`src/rtl/fft_pkg.sv`:
```
// Shared types and constants for the ADC-to-FFT framing path.
package fft_pkg;

    localparam int FFT_LEN  = 256;
    localparam int SAMPLE_W = 16;

    // AXI-S tdata layout: real part low, imaginary part high
    localparam int RE_LSB = 0;
    localparam int RE_W   = 16;
    localparam int IM_LSB = 16;
    localparam int IM_W   = 16;

    typedef enum logic [1:0] {IDLE, CAPTURE, DRAIN} feeder_state_t;

    // Offset-binary ADC code to two's complement: subtracting mid-scale flips the MSB
    // and the borrow sign-extends into the upper bits.
    function automatic logic [SAMPLE_W-1:0] offset_to_signed(input logic [SAMPLE_W-1:0] code,
                                                             input int width);
        logic [SAMPLE_W-1:0] bias;
        bias = '0;
        bias[width-1] = 1'b1;
        return code - bias;
    endfunction

endpackage

```
`src/rtl/sync_fifo_fwft.sv`:
```
// Show-ahead synchronous FIFO: dout is the head entry whenever empty=0; registered full/empty.
// A write while full is accepted only when a read happens in the same cycle.
module sync_fifo_fwft #(
    parameter int WIDTH = 17,
    parameter int DEPTH = 16
) (
    input  logic             clk,
    input  logic             rst,
    input  logic             wr_en,
    input  logic [WIDTH-1:0] din,
    output logic             full,
    input  logic             rd_en,
    output logic [WIDTH-1:0] dout,
    output logic             empty
);
    localparam int AW = $clog2(DEPTH);

    logic [WIDTH-1:0] mem [DEPTH];
    logic [AW-1:0]    wr_ptr;
    logic [AW-1:0]    rd_ptr;
    logic [AW:0]      count;
    logic [AW:0]      next_count;
    logic             do_wr;
    logic             do_rd;

    assign do_rd = rd_en & ~empty;
    assign do_wr = wr_en & (~full | do_rd);
    assign dout  = mem[rd_ptr];

    always_comb begin
        next_count = count;
        case ({do_wr, do_rd})
            2'b10:   next_count = count + (AW+1)'(1);
            2'b01:   next_count = count - (AW+1)'(1);
            default: next_count = count;
        endcase
    end

    always_ff @(posedge clk or posedge rst) begin
        if (rst) begin
            wr_ptr <= '0;
            rd_ptr <= '0;
            count  <= '0;
            empty  <= 1'b1;
            full   <= 1'b0;
        end else begin
            if (do_wr) wr_ptr <= wr_ptr + AW'(1);
            if (do_rd) rd_ptr <= rd_ptr + AW'(1);
            count <= next_count;
            empty <= (next_count == '0);
            full  <= (next_count == (AW+1)'(DEPTH));
        end
    end

    always_ff @(posedge clk) begin
        if (do_wr) mem[wr_ptr] <= din;
    end

endmodule

```
`src/rtl/adc_fft_feeder.sv`:
```
// Frames ADC samples into FFT_LEN-beat AXI-S frames; sample_en to m_tvalid is 2 cycles, m_tready stalls are
// absorbed by a skid FIFO (overflow drops samples, flagged per frame). AUTO_TRIG_EN adds the periodic trigger.
module adc_fft_feeder #(
    parameter int FFT_LEN      = fft_pkg::FFT_LEN,
    parameter int DATA_W       = 10,
    parameter int FIFO_DEPTH   = 16,
    parameter int FRAME_PERIOD = 25000000
) (
    input  logic              clk,
    input  logic              rst,
    input  logic              sample_en,
    input  logic [DATA_W-1:0] ad_data,
    input  logic              ad_otr,
    input  logic              start,
    output logic [31:0]       m_tdata,
    output logic              m_tvalid,
    input  logic              m_tready,
    output logic              m_tlast,
    output logic              busy,
    output logic              frame_done,
    output logic              frame_otr,
    output logic              frame_ovf
);
    import fft_pkg::*;

    localparam int CW = $clog2(FFT_LEN) + 1;

    feeder_state_t       state;
    logic                pending;
    logic                trig;
    logic                smp_vld;
    logic                smp_otr;
    logic [SAMPLE_W-1:0] smp_dat;
    logic [CW-1:0]       push_cnt;
    logic                fifo_full;
    logic                fifo_empty;
    logic                fifo_rd;
    logic [SAMPLE_W:0]   fifo_din;
    logic [SAMPLE_W:0]   fifo_dout;
    logic                wr_req;
    logic                wr_ok;
    logic                drop;
    logic                last_push;
    logic                last_acc;

`ifdef AUTO_TRIG_EN
    localparam int TW = $clog2(FRAME_PERIOD);
    logic [TW-1:0] timer;

    always_ff @(posedge clk or posedge rst) begin
        if (rst)                                timer <= '0;
        else if (timer == TW'(FRAME_PERIOD-1))  timer <= '0;
        else                                    timer <= timer + TW'(1);
    end

    assign trig = start | (timer == TW'(FRAME_PERIOD-1));
`else
    localparam int unused_frame_period = FRAME_PERIOD;
    assign trig = start;
`endif

    always_ff @(posedge clk or posedge rst) begin
        if (rst) begin
            smp_vld <= 1'b0;
            smp_otr <= 1'b0;
            smp_dat <= '0;
        end else begin
            smp_vld <= sample_en && (state == CAPTURE);
            smp_otr <= ad_otr;
            smp_dat <= offset_to_signed(SAMPLE_W'(ad_data), DATA_W);
        end
    end

    assign fifo_rd   = m_tready & ~fifo_empty;
    assign wr_req    = smp_vld && (state == CAPTURE);
    assign wr_ok     = wr_req & (~fifo_full | fifo_rd);
    assign drop      = wr_req & ~wr_ok;
    assign last_push = (push_cnt == CW'(FFT_LEN-1));
    assign fifo_din  = {last_push, smp_dat};
    assign last_acc  = fifo_rd & fifo_dout[SAMPLE_W];

    sync_fifo_fwft #(
        .WIDTH (SAMPLE_W + 1),
        .DEPTH (FIFO_DEPTH)
    ) u_fifo (
        .clk   (clk),
        .rst   (rst),
        .wr_en (wr_ok),
        .din   (fifo_din),
        .full  (fifo_full),
        .rd_en (fifo_rd),
        .dout  (fifo_dout),
        .empty (fifo_empty)
    );

    // Gate with valid so stale RAM contents never reach the bus after reset.
    always_comb begin
        m_tdata                    = '0;
        m_tdata[IM_LSB +: IM_W]    = '0;
        if (!fifo_empty) m_tdata[RE_LSB +: RE_W] = fifo_dout[SAMPLE_W-1:0];
    end
    assign m_tvalid = ~fifo_empty;
    assign m_tlast  = ~fifo_empty & fifo_dout[SAMPLE_W];

    always_ff @(posedge clk or posedge rst) begin
        if (rst) begin
            state      <= IDLE;
            pending    <= 1'b0;
            push_cnt   <= '0;
            busy       <= 1'b0;
            frame_done <= 1'b0;
            frame_otr  <= 1'b0;
            frame_ovf  <= 1'b0;
        end else begin
            frame_done <= 1'b0;
            pending    <= pending | trig;
            case (state)
                IDLE: begin
                    if (pending) begin
                        state     <= CAPTURE;
                        pending   <= trig;
                        push_cnt  <= '0;
                        frame_otr <= 1'b0;
                        frame_ovf <= 1'b0;
                        busy      <= 1'b1;
                    end
                end
                CAPTURE: begin
                    if (wr_ok) begin
                        push_cnt  <= push_cnt + CW'(1);
                        frame_otr <= frame_otr | smp_otr;
                        if (last_push) state <= DRAIN;
                    end
                    if (drop) frame_ovf <= 1'b1;
                end
                DRAIN: begin
                    if (last_acc) begin
                        frame_done <= 1'b1;
                        if (pending) begin
                            state     <= CAPTURE;
                            pending   <= trig;
                            push_cnt  <= '0;
                            frame_otr <= 1'b0;
                            frame_ovf <= 1'b0;
                        end else begin
                            state <= IDLE;
                            busy  <= 1'b0;
                        end
                    end
                end
                default: state <= IDLE;
            endcase
        end
    end

endmodule

```
`config.mk`:
```
export PLATFORM = sky130hd
export DESIGN_NAME = adc_fft_feeder
export DESIGN_NICKNAME = d
export VERILOG_FILES = /design/src/rtl/fft_pkg.sv /design/src/rtl/sync_fifo_fwft.sv /design/src/rtl/adc_fft_feeder.sv
export SDC_FILE = /design/constraint.sdc
export NUM_CORES = 1
export LEC_CHECK = 0
export BUFFER_PORTS_ARGS = -buffer_cell sky130_fd_sc_hd__buf_2
export CORE_MARGIN = 5
export CORE_UTILIZATION = 31
export CTS_CLUSTER_DIAMETER = 150
export DETAILED_ROUTE_END_ITERATION = 7
export GPL_ROUTABILITY_DRIVEN = 0
export PLACE_DENSITY = 0.52
export RECOVER_POWER = 25
export SKIP_CTS_REPAIR_TIMING = 1
export SLEW_MARGIN = 10
export SYNTH_ARGS = -nofsm -noshare
export SYNTH_HDL_FRONTEND = slang
export SYNTH_SLANG_ARGS = --single-unit
```
`constraint.sdc`:
```
create_clock -name clk -period 3.6 [get_ports clk]
set_input_delay 0.9 -clock clk [delete_from_list [all_inputs] [get_ports clk]]
set_output_delay 0.9 -clock clk [all_outputs]
set_load 0.02 [all_outputs]
```
==> summary.log, run 1 <==
qor: clocking.numCtsBuffers 24
qor: grt.number_of_global_route_vias_before_repair 4773
qor: synthesis.synth_cell_type_count 54
qor: synthesis.synth_top_family_by_area multiplexers
qor: clocking.worstSkewPairLatency 0.51 ns
qor: cells_and_area.fin_cells 981
qor: worst_setup_path.worstSetupStartpointType register
qor: grt.use_met2 18.89%
qor: grt.grt_start_max_net_pins 28
qor: place.post-place-cells 934
qor: drt.wl_per_cell 18.98 µm
qor: clocking.worst_setup_hold_path_clk_slew 0.06 ns
qor: timing.finClkSkew 0.01216 ns
qor: place.detailedPlacementHpwl 12390 µm
qor: timing.worst-slew-pin-transition 0.8805 ns
qor: timing.period_needed 3.501 ns
qor: synthesis.synth-compound-area-share 3.650%
qor: synthesis.yosys.area_share.adder 1.532%
qor: synthesis.yosys_warnings 0
qor: pwr.max-vdd-ir-drop 0.3831 mV
qor: cells_and_area.nNetsFinal 607
qor: floorplan.num_rows 62
qor: drt.via_per_inst 4.685
qor: synthesis.multiplexer_share_of_the_synthesized_area 13.56%
qor: floorplan.initial_core_util 31.38%
qor: drt.final_ant_viol_nets 0
qor: floorplan.core 28630 µm²
qor: worst_setup_path.worst-path-max-fanout 21
qor: timing.max_freq 0.2856 GHz
qor: drt.drt_drc_violations_left 0
qor: timing.layout_worst_path_cycle_share 97.26%
qor: synthesis.xor_and_xnor_area_share_after_synthesis 1.073%
qor: synthesis.synth_top_cell_area_share 58.85%
qor: drt.detailroute.via_count 4596
qor: clocking.tritoncts built
qor: drt.drtIter0Drc 249
qor: drt.drt_pre_antenna_iters 4
qor: job.max-cap-violations 0
qor: grt.total_gr_overflow 0
qor: timing.setup_viol 0
qor: pwr.total_power 8764 µW
qor: synthesis.netlist_instances 504
qor: grt.grtUsageTotal 11.29%
qor: synthesis.ys_seq_elements 219
qor: floorplan.die_area 32480 µm²
qor: timing.max-slew-margin-rel 41.23%
qor: clocking.cts.sinks 219
qor: cells_and_area.n_antenna_cell 0
qor: floorplan.height_of_the_die 180.2 µm
qor: worst_setup_path.required_time_at_the_endpoint_of_the_critical_path 2.70 ns
qor: synthesis.synth_top_cells_by_area sky130_fd_sc_hd__edfxtp_1 59%, sky130_fd_sc_hd__mux4_2 13%, sky130_fd_sc_hd__dfrtp_1 12%, sky130_fd_sc_hd__buf_4 1.8%, sky130_fd_sc_hd__ha_1 1.5%
qor: clocking.cts.root.buffer_cell sky130_fd_sc_hd__clkbuf_16
qor: clocking.cts-htree-levels 1
qor: timing.drv_slew 0
qor: synthesis.yosysTopAreaCell sky130_fd_sc_hd__edfxtp_1
qor: pwr.cellPowerDensity 832.9 nW/µm²
qor: cells_and_area.synthToLayoutAreaGrowth 17.16%
qor: synthesis.synth_seq_area_share 70.84%
qor: worst_setup_path.worst_setup_path_end_kind output pin
qor: synthesis.postSynth.topFlopCell sky130_fd_sc_hd__edfxtp_1
qor: drt.drt_wirelength 18620 µm
qor: floorplan.io-pin-count 54
qor: synthesis.basic_gate_share_of_the_synthesized_area_counting_and_or_nand_and_nor_cells 5.364%
qor: clocking.cts_max_path_buffers 3
qor: timing.report.final.hold_viol_count 0
qor: grt.grt_pass1_wl 28820 µm
qor: synthesis.synthesis.area 8981 µm²
qor: hold_path.holdCritPathClass in -> reg
qor: grt.grt.met3_usage 2.039%
qor: worst_setup_path.worst-endpoint-arrival 2.60 ns
qor: cells_and_area.post-route-util 36.76%
qor: synthesis.post_synth.cell_area_avg 17.82 µm²
qor: pwr.leakage 0.003713 µW
qor: cells_and_area.layout.cells.most_common_list 176 x sky130_fd_sc_hd__edfxtp_1, 50 x sky130_fd_sc_hd__mux4_2, 43 x sky130_fd_sc_hd__buf_4
qor: grt.groute.layer.met1.usage 15.38%
qor: timing.fin_setup_tns 0 ns
qor: worst_setup_path.setup_crit_path_kind reg -> out
qor: place.io_buffer_count 37
qor: grt.grt_antenna_before_repair 0
qor: timing.rsz0062_at_grt true
qor: run_status.outcome finished, final reports clean
qor: cells_and_area.most_common_cell_after_layout_fill_and_taps_aside sky130_fd_sc_hd__edfxtp_1
qor: synthesis.synth-edff-count 176
qor: floorplan.die_w 180.2 µm
qor: synthesis.ys_async_rst_share 19.63%
qor: grt.grt_most_used_layer met2
qor: cells_and_area.drive_above_1_share 29.65%
## report_power, final
group	switching (µW)	internal [µW]	total, µW
Sequential	354	3120	3470
Clock	932	1300	2230
Combinational	1610	1450	3060
Total	2900	5870	8760
## worst max-delay path: stages (launching register included)
cell	delay, ns
sky130_fd_sc_hd__dfrtp_4	0.51
sky130_fd_sc_hd__buf_12	0.23
sky130_fd_sc_hd__mux4_2	0.53
sky130_fd_sc_hd__mux4_2	0.49
sky130_fd_sc_hd__and2_4	0.17
sky130_fd_sc_hd__buf_4	0.15
## state kept, by name (all words and copies together) (netlist names)
signal / cells
smp_otr: 1
smp_vld: 1
frame_done: 1
pending: 1
u_fifo.wr_ptr: 4
u_fifo.empty: 1
u_fifo.rd_ptr: 4
smp_dat: 10
push_cnt: 9
u_fifo.count: 5
u_fifo.full: 1
state: 2
busy: 1
frame_ovf: 1
frame_otr: 1
u_fifo.mem: 176
## cell families (layout without fill, tap and decap cells)
logic type / count (synthesis) / count (layout)
AND/OR/NAND/NOR: 94 / 94
adder cells (fa/ha/maj): 11 / 11
other: 1 / 16
buffers and inverters: 61 / 139
flip-flops: 219 / 219
multiplexers: 59 / 59
XOR/XNOR: 11 / 11
AO/OA/AOI/OAI: 48 / 48
## layout make-up
cell class / instances / area, µm²
clock buffers: 33 / 634.4
clock inverters: 10 / 81.33
fillers: 2650 / 18100
inverters: 16 / 60.06
multi-input cells: 239 / 2354
flip-flops and latches: 219 / 6369
well taps: 384 / 480.5
repair buffers: 80 / 544.3
## per-layer routing
layer,vias up,wire (µm)
met4,0,388
met2,93,9203
met5,-,0
met3,28,652
li1,2078,-
met1,2397,8377
## synthesized netlist by cell type, types with 6 or more instances
cell	count
sky130_fd_sc_hd__dfrtp_1	42
sky130_fd_sc_hd__ha_1	11
sky130_fd_sc_hd__xnor2_1	7
sky130_fd_sc_hd__buf_2	9
sky130_fd_sc_hd__edfxtp_1	176
sky130_fd_sc_hd__inv_1	16
sky130_fd_sc_hd__nor3_1	6
sky130_fd_sc_hd__a21oi_1	13
sky130_fd_sc_hd__nand2_1	19
sky130_fd_sc_hd__clkbuf_1	8
sky130_fd_sc_hd__and2_1	13
sky130_fd_sc_hd__mux2i_1	8
sky130_fd_sc_hd__o21ai_0	7
sky130_fd_sc_hd__buf_4	22
sky130_fd_sc_hd__mux4_2	50
sky130_fd_sc_hd__nand3_1	8
sky130_fd_sc_hd__nor2_1	25
## worst paths after layout
kind,slack [ns],end,cells past startpoint,from
setup / recovery,0.1,m_tdata[1],5,u_fifo.rd_ptr[0]$_DFFE_PP0P_
hold / removal,0.49,smp_dat[4]$_DFF_PP0_,1,ad_data[4]
setup reg to reg,0.30,u_fifo.empty$_DFF_PP1_,11,state[1]$_DFFE_PP0P_
hold reg to reg,0.51,push_cnt[0]$_DFFE_PP0P_,1,push_cnt[0]$_DFFE_PP0P_
max in group asynchronous,2.07,u_fifo.empty$_DFF_PP1_,3,rst
min in group asynchronous,0.57,smp_dat[7]$_DFF_PP0_,2,rst
## stage by stage
| stage | worst slack (ns) | instance area [µm²] | hold slack (ns) |
|---|---|---|---|
| finish | 0.09868 | 10520 | 0.4920 |
| floorplan | 0.01925 | 9045 | 0.4669 |
| CTS | -0.07577 | 10470 | 0.4143 |
| global route | -0.009772 | 10520 | 0.4679 |
| detailed placement | 0.1124 | 9757 | 0.5056 |
| global placement | 0.2402 | 9757 | 0.4865 |
Power figures use the tool's default switching activity.
==> run 2: changes to the inputs <==
Settings changed: CORE_ASPECT_RATIO set to 0.5.
==> run 2 against run 1 <==
  * Combinational power up 2%
  * Cell count up 0.92%
  * Final area up 0.44%
  * Flip-flop and latch count unchanged
  * Power down 0.39%
  * Clock power down 4%
  * Core utilization down 0.053 points
  * Largest cell class unchanged
  * Highest routed layer unchanged
==> summary.log, run 2 (synthesis gave the netlist of run 1 again) <==
qor: worst_setup_path.worstSetupStartpointType register
qor: floorplan.initial_core_util 31.19% [-0.18 points]
qor: timing.setup_viol 0 [unchanged]
qor: worst_setup_path.path_cells clkbuf_16 > mux4_2 > mux4_2 > and2_1 > buf_2
qor: drt.drtIter0Drc 302 [+21%]
qor: timing.report.final.hold_viol_count 0 [unchanged]
qor: timing.finClkSkew 0.007631 ns [-0.004526 ns]
qor: clocking.cts.sinks 219 [unchanged]
qor: cells_and_area.postLayoutCellArea 10570 µm² [+0.44%]
qor: grt.use_met2 17.99% [-0.90 points]
qor: cells_and_area.num-fill-cells 2677 [+1.0%]
qor: drt.detailroute.via_count 4542 [-1.2%]
qor: drt.final_ant_viol_nets 0 [unchanged]
qor: cells_and_area.layout.cells.most_common_list 176 x sky130_fd_sc_hd__edfxtp_1, 50 x sky130_fd_sc_hd__mux4_2, 43 x sky130_fd_sc_hd__buf_4
qor: timing.drv_slew 0 [unchanged]
qor: grt.grt_start_max_net_pins 44 [+57%]
qor: floorplan.die_area 32680 µm² [+0.63%]
qor: place.postPlaceCellArea 9773 µm² [+0.17%]
qor: grt.total_gr_overflow 0 [unchanged]
qor: pwr.total_power 8730 µW [-0.39%]
qor: cells_and_area.area.sequential 6370 µm² [about the same]
qor: cells_and_area.layout_top_registers u_fifo.mem x176, smp_dat x10, push_cnt x9
qor: clocking.tritoncts built
qor: floorplan.num_rows 44 [-29%]
qor: worst_setup_path.critical_path_most_common_cell sky130_fd_sc_hd__mux4_2
qor: timing.layout_worst_path_cycle_share 97.48% [+0.23 points]
qor: worst_setup_path.crit-reg2reg-capture u_fifo.empty$_DFF_PP1_
qor: grt.grt_most_used_layer met2
qor: worst_setup_path.worst_setup_path_end_kind output pin
qor: worst_setup_path.setup_crit_path_kind reg -> out
qor: cells_and_area.synthToLayoutAreaGrowth 17.68%
qor: hold_path.hold_path_end smp_dat[4]$_DFF_PP0_
qor: job.max-cap-violations 0 [unchanged]
qor: pwr.max-vdd-ir-drop 0.3492 mV [-8.9%]
qor: timing.worst-slew-pin-transition 1.030 ns [+0.1490 ns]
qor: worst_setup_path.critical_path.reg2reg.startpoint state[1]$_DFFE_PP0P_
qor: pwr.cellPowerDensity 826.0 nW/µm² [-0.83%]
qor: cells_and_area.multi_input_area 2351 µm² [-0.11%]
qor: cells_and_area.drive_above_1_share 30.72% [+1.1 points]
qor: floorplan.height_of_the_die 130.4 µm [-28%]
qor: place.io_buffer_count 37 [unchanged]
qor: grt.number_of_global_route_vias_before_repair 4651 [-2.6%]
qor: grt.groute.layer.met1.usage 16.38% [+1.0 points]
qor: floorplan.io-pin-count 54 [unchanged]
qor: timing.rsz0062_at_grt false
qor: drt.wl_per_cell 19.11 µm [+0.68%]
qor: worst_setup_path.timing.critical_path.slowest_stage_cell sky130_fd_sc_hd__dfrtp_4
qor: timing.max-slew-margin-rel 31.36% [-9.9 points]
qor: grt.grt_pass1_wl 28180 µm [-2.2%]
qor: worst_setup_path.timing.critical_path.slowest_cell_delay 0.56 ns [+0.03 ns]
qor: hold_path.hold_path.startpoint ad_data[4]
qor: timing.max_freq 0.2849 GHz [-0.23%]
qor: floorplan.core 28790 µm² [+0.59%]
qor: clocking.cts_max_path_buffers 3 [unchanged]
qor: cells_and_area.n_antenna_cell 0 [unchanged]
qor: worst_setup_path.ff2ff_setup_slack 0.36 ns [+0.06 ns]
qor: timing.period_needed 3.509 ns [+0.008119 ns]
qor: worst_setup_path.worst-endpoint-arrival 2.61 ns [about the same]
qor: hold_path.holdCritPathClass in -> reg
qor: worst_setup_path.required_time_at_the_endpoint_of_the_critical_path 2.70 ns [about the same]
qor: worst_setup_path.worst-path-max-fanout 11 [-48%]
qor: clocking.numCtsBuffers 22 [-8.3%]
qor: drt.drt_drc_violations_left 0 [unchanged]
qor: grt.grt_antenna_before_repair 0 [unchanged]
qor: drt.via_per_inst 4.588 [-2.1%]
qor: hold_path.worst_hold_path.num_cells 1 [unchanged]
qor: cells_and_area.most_common_cell_after_layout_fill_and_taps_aside sky130_fd_sc_hd__edfxtp_1
qor: cells_and_area.largest_register_ff_count 176 [unchanged]
qor: grt.grtUsageTotal 11.27% [-0.025 points]
qor: clocking.worst_setup_hold_path_clk_slew 0.06 ns [about the same]
qor: clocking.cts-htree-levels 1 [unchanged]
qor: cells_and_area.nNetsFinal 610 [+0.49%]
qor: clocking.worstSkewPairLatency 0.51 ns [about the same]
qor: cells_and_area.top_register u_fifo.mem
qor: place.detailedPlacementHpwl 12070 µm [-2.6%]
qor: worst_setup_path.r2r.worst_path.cells 11 [unchanged]
qor: clocking.cts.root.buffer_cell sky130_fd_sc_hd__clkbuf_16
qor: grt.grt.met3_usage 1.812% [-0.23 points]
qor: drt.drt_wirelength 18920 µm [+1.6%]
qor: floorplan.die_w 250.7 µm [+39%]
qor: pwr.leakage 0.003715 µW [about the same]
qor: drt.drt_pre_antenna_iters 4 [unchanged]
qor: run_status.outcome finished, final reports clean
==> run 2: changes by cell type in the layout (fill, tap and decap cells not counted), sizes merged <==
cell,before,now
clkbuf,33,35
buf,80,81
bufinv,1,0
clkinvlp,0,6
clkinv,9,3
==> run 2: routing by layer <==
metal / wire length [µm] / share of wire, %
met3: 1226 / 6.5
met1: 8618 / 46
met2: 8762 / 46
met5: 0 / 0
met4: 313 / 1.7
==> run 2: cell type report <==
cell class | count | area share [%]
Multi-Input combinational cell | 239 | 22.24
Clock inverter | 9 | 0.6748
Tap cell | 391 | 4.629
Inverter | 16 | 0.5682
Timing Repair Buffer | 85 | 5.896
Clock buffer | 31 | 5.718
Sequential cell | 219 | 60.27
==> run 2: how the worst max path moves through the flow <==
stage,startpoint,to,slack [ns],cells past startpoint
6_report,u_fifo.rd_ptr[0]$_DFFE_PP0P_,m_tdata[0],0.09,5
5_1_grt,u_fifo.rd_ptr[1]$_DFFE_PP0P_,m_tdata[6],0.004,5
4_1_cts,u_fifo.rd_ptr[1]$_DFFE_PP0P_,m_tdata[3],-0.16,5
3_5_place_dp,m_tready,u_fifo.empty$_DFF_PP1_,0.14,12
3_3_place_gp,m_tready,u_fifo.empty$_DFF_PP1_,0.22,12
2_1_floorplan,m_tready,u_fifo.empty$_DFF_PP1_,0.02,13
==> run 2: stage by stage <==
stage	utilization [%]	TNS, ns	hold WS, ns	worst slack (ns)	instances
3_5_place_dp	33.94	0	0.5028	0.1442	942
4_1_cts	36.29	-1.305	0.4776	-0.1646	982
3_3_place_gp	33.94	0	0.4879	0.2175	942
5_1_grt	36.71	0	0.4725	0.003744	990
6_report	36.71	0	0.4984	0.09056	990
2_1_floorplan	-	0	0.4669	0.01925	519
==> run 2: where the power goes <==
group | switching [µW] | internal (µW)
Clock | 952 | 1180
Sequential | 365 | 3120
Combinational | 1610 | 1500
Total | 2920 | 5810
==> run 2: worst max-delay path: cells and delay by family, from the launching register on <==
family / cells / cell delay (ns)
muxes: 2 / 0.98
DFF: 1 / 0.56
buffers and inverters: 2 / 0.39
and+or+nand+nor: 1 / 0.17
==> run 3: changes to the inputs <==
Settings changed: CORE_MARGIN 5 to unset.
==> run 3 against run 2 <==
  * Clock-buffer cell count increased by 2
  * Cell count decreased by 1.3%
  * Core utilization increased by 0.85 points
  * First-iteration DRC count increased by 19%
  * Sequential power decreased by 2%
  * Maximum frequency decreased by 0.56%
  * Largest power group unchanged
  * Flip-flop and latch count unchanged
==> summary.log, run 3 (synthesis gave the netlist of run 1 again) <==
qor: timing.drv_slew 0 [unchanged]
qor: floorplan.io-pin-count 54 [unchanged]
qor: floorplan.height_of_the_die 122.4 µm [-6.1%]
qor: worst_setup_path.worst-path-max-fanout 6 [-5]
qor: timing.setup_viol 0 [unchanged]
qor: clocking.cts_max_path_buffers 3 [unchanged]
qor: worst_setup_path.timing.critical_path.slowest_cell_delay 0.49 ns [-0.07 ns]
qor: job.max-cap-violations 0 [unchanged]
qor: clocking.cts.sinks 219 [unchanged]
qor: drt.drt_pre_antenna_iters 4 [unchanged]
qor: floorplan.initial_core_util 31.98% [+0.79 points]
qor: clocking.worstSkewPairLatency 0.52 ns [about the same]
qor: run_status.outcome finished, final reports clean
qor: timing.layout_worst_path_cycle_share 98.03% [+0.55 points]
qor: timing.max_freq 0.2833 GHz [-0.56%]
qor: pwr.p_seq_share 38.8% [-1.1 points]
qor: timing.period_needed 3.529 ns [+0.01980 ns]
qor: worst_setup_path.crit-reg2reg-capture u_fifo.empty$_DFF_PP1_
qor: cells_and_area.most_common_cell_after_layout_fill_and_taps_aside sky130_fd_sc_hd__edfxtp_1
qor: worst_setup_path.worstSetupStartpointType register
qor: clocking.cts-htree-levels 1 [unchanged]
qor: clocking.numCtsBuffers 22 [unchanged]
qor: worst_setup_path.timing.critical_path.slowest_stage_cell sky130_fd_sc_hd__dfrtp_4
qor: timing.report.final.hold_viol_count 0 [unchanged]
qor: clocking.tritoncts built
qor: pwr.internal_power 5883 µW [+1.3%]
qor: cells_and_area.largest_register_ff_count 176 [unchanged]
qor: drt.drt_wirelength 19140 µm [+1.2%]
qor: drt.final_ant_viol_nets 0 [unchanged]
qor: timing.hold-worst-slack 0.4830 ns [-0.01535 ns]
qor: worst_setup_path.worstSetupPathDepth 7 [+2]
qor: timing.finClkSkew 0.02480 ns [+0.01717 ns]
qor: cells_and_area.layout.cells.most_common_list 176 x sky130_fd_sc_hd__edfxtp_1, 50 x sky130_fd_sc_hd__mux4_2, 40 x sky130_fd_sc_hd__dfrtp_1
qor: cells_and_area.n_antenna_cell 0 [unchanged]
qor: timing.worst-slew-pin-transition 0.8647 ns [-0.1649 ns]
qor: pwr.cellPowerDensity 836.0 nW/µm² [+1.2%]
qor: pwr.p_clk_share 25.0% [+0.5 points]
qor: pwr.combPwrFrac 36.2% [+0.6 points]
qor: grt.total_gr_overflow 0 [unchanged]
qor: floorplan.num_rows 43 [-2.3%]
qor: grt.grtUsageTotal 13.11% [+1.8 points]
qor: grt.number_of_global_route_vias_before_repair 4539 [-2.4%]
qor: pwr.sw_frac_of_total 33.29% [-0.20 points]
qor: worst_setup_path.cp_num_buf_inv 4 [+2]
qor: place.place_ws 0.1752 ns [+0.03096 ns]
qor: worst_setup_path.path_cells buf_12 > buf_12 > buf_4 > mux4_2 > mux4_2 > and2_1 > buf_2
qor: floorplan.die_w 242.7 µm [-3.2%]
qor: worst_setup_path.critical_path.reg2reg.startpoint state[1]$_DFFE_PP0P_
qor: worst_setup_path.ff2ff_setup_slack 0.37 ns [about the same]
qor: drt.via_per_inst 4.765 [+3.9%]
qor: pwr.total_switching_power 2936 µW [+0.42%]
qor: drt.drt_drc_violations_left 0 [unchanged]
qor: grt.grt_pass1_wl 28950 µm [+2.7%]
qor: hold_path.holdCritPathClass in -> reg
qor: clocking.worst_setup_hold_path_clk_slew 0.07 ns [about the same]
qor: drt.wl_per_cell 19.59 µm [+2.5%]
qor: worst_setup_path.r2r.worst_path.cells 11 [unchanged]
qor: timing.final_worst_setup_slack 0.07075 ns [-0.01980 ns]
qor: timing.max-slew-margin-rel 42.35% [+11 points]
qor: place.post-place-cells 928 [-1.5%]
qor: worst_setup_path.crit_family multiplexers
qor: drt.drtIter0Drc 360 [+19%]
qor: floorplan.die_area 29700 µm² [-9.1%]
qor: worst_setup_path.timing.critical_path.from u_fifo.rd_ptr[0]$_DFFE_PP0P_
qor: cells_and_area.top_register u_fifo.mem
qor: clocking.cts.root.buffer_cell sky130_fd_sc_hd__clkbuf_16
qor: cells_and_area.layout_top_registers u_fifo.mem x176, smp_dat x10, push_cnt x9
qor: drt.detailroute.via_count 4655 [+2.5%]
qor: cells_and_area.fin_cells 977 [-1.3%]
qor: place.detailedPlacementHpwl 12040 µm [-0.26%]
qor: pwr.leakage 0.003713 µW [about the same]
qor: worst_setup_path.required_time_at_the_endpoint_of_the_critical_path 2.70 ns [about the same]
qor: grt.grt_start_max_net_pins 30 [-32%]
qor: cells_and_area.nNetsFinal 606 [-0.66%]
qor: worst_setup_path.worst-endpoint-arrival 2.63 ns [+0.02 ns]
qor: worst_setup_path.worst_setup_path_endpoint m_tdata[2]
qor: place.io_buffer_count 37 [unchanged]
qor: cells_and_area.drive_above_1_share 29.08% [-1.6 points]
qor: worst_setup_path.worst_setup_path_end_kind output pin
qor: worst_setup_path.setup_crit_path_kind reg -> out
qor: floorplan.core 28080 µm² [-2.5%]
qor: cells_and_area.synthToLayoutAreaGrowth 17.46%
qor: timing.rsz0062_at_grt false
qor: grt.grt_antenna_before_repair 0 [unchanged]
qor: pwr.max-vdd-ir-drop 0.2850 mV [-18%]
[run 3: changes by cell type in the layout (fill, tap and decap cells not counted), sizes merged]
cell	previous run	this run
clkinv	3	6
bufinv	0	1
buf	81	77
clkinvlp	6	0
clkbuf	35	37
[run 3: worst min-delay path by stage]
stage | from | endpoint | slack, ns | cells past startpoint
3_3_place_gp | push_cnt[0]$_DFFE_PP0P_ | push_cnt[0]$_DFFE_PP0P_ | 0.48 | 1
4_1_cts | ad_data[2] | smp_dat[2]$_DFF_PP0_ | 0.47 | 1
3_5_place_dp | push_cnt[8]$_DFFE_PP0P_ | push_cnt[8]$_DFFE_PP0P_ | 0.51 | 2
2_1_floorplan | push_cnt[0]$_DFFE_PP0P_ | push_cnt[0]$_DFFE_PP0P_ | 0.47 | 1
5_1_grt | ad_data[6] | smp_dat[6]$_DFF_PP0_ | 0.46 | 1
6_report | ad_data[2] | smp_dat[2]$_DFF_PP0_ | 0.48 | 1
[run 3: stage by stage]
step / cell area (µm²) / power (µW) / setup TNS (ns) / utilization, %
2_1_floorplan: 9045 / 5701 / 0 / -
3_3_place_gp: 9749 / 6546 / 0 / 34.71
3_5_place_dp: 9749 / 6577 / 0 / 34.71
4_1_cts: 10440 / 8790 / -0.7050 / 37.17
5_1_grt: 10550 / 9299 / 0 / 37.56
6_report: 10550 / 8819 / 0 / 37.56
[run 3: power by group through the flow]
stage	clock, µW	combinational [µW]	sequential (µW)
3_5_place_dp	0	3070	3510
2_1_floorplan	0	2400	3300
3_3_place_gp	0	3050	3490
4_1_cts	2250	3080	3460
6_report	2210	3190	3420
5_1_grt	2360	3470	3470
[run 3: cell type report]
class,count,area (µm²)
Fill cell,2604,17540
Inverter,16,60.06
Clock buffer,33,621.8
Tap cell,382,478.0
Clock inverter,7,68.82
Multi-Input combinational cell,239,2349
Timing Repair Buffer,81,601.8
Sequential cell,219,6370
[run 3: per-layer routing]
layer  up-vias  routed length (µm)  GRT usage [%]
met5         -                   0              0
met3        23                 958          2.230
met4         0                 274          2.555
met2        90                8916          20.93
li1       2070                   -              -
met1      2472                8991          18.97
[run 3: worst reg2reg max path, delay by kind of cell, from the launching register on]
family	cells	cell delay (ns)
xor+xnor	2	0.40
compound gates	2	0.45
fa+ha+maj	2	0.44
buf+inv	1	0.10
simple gates	4	1.26
flops	1	0.47
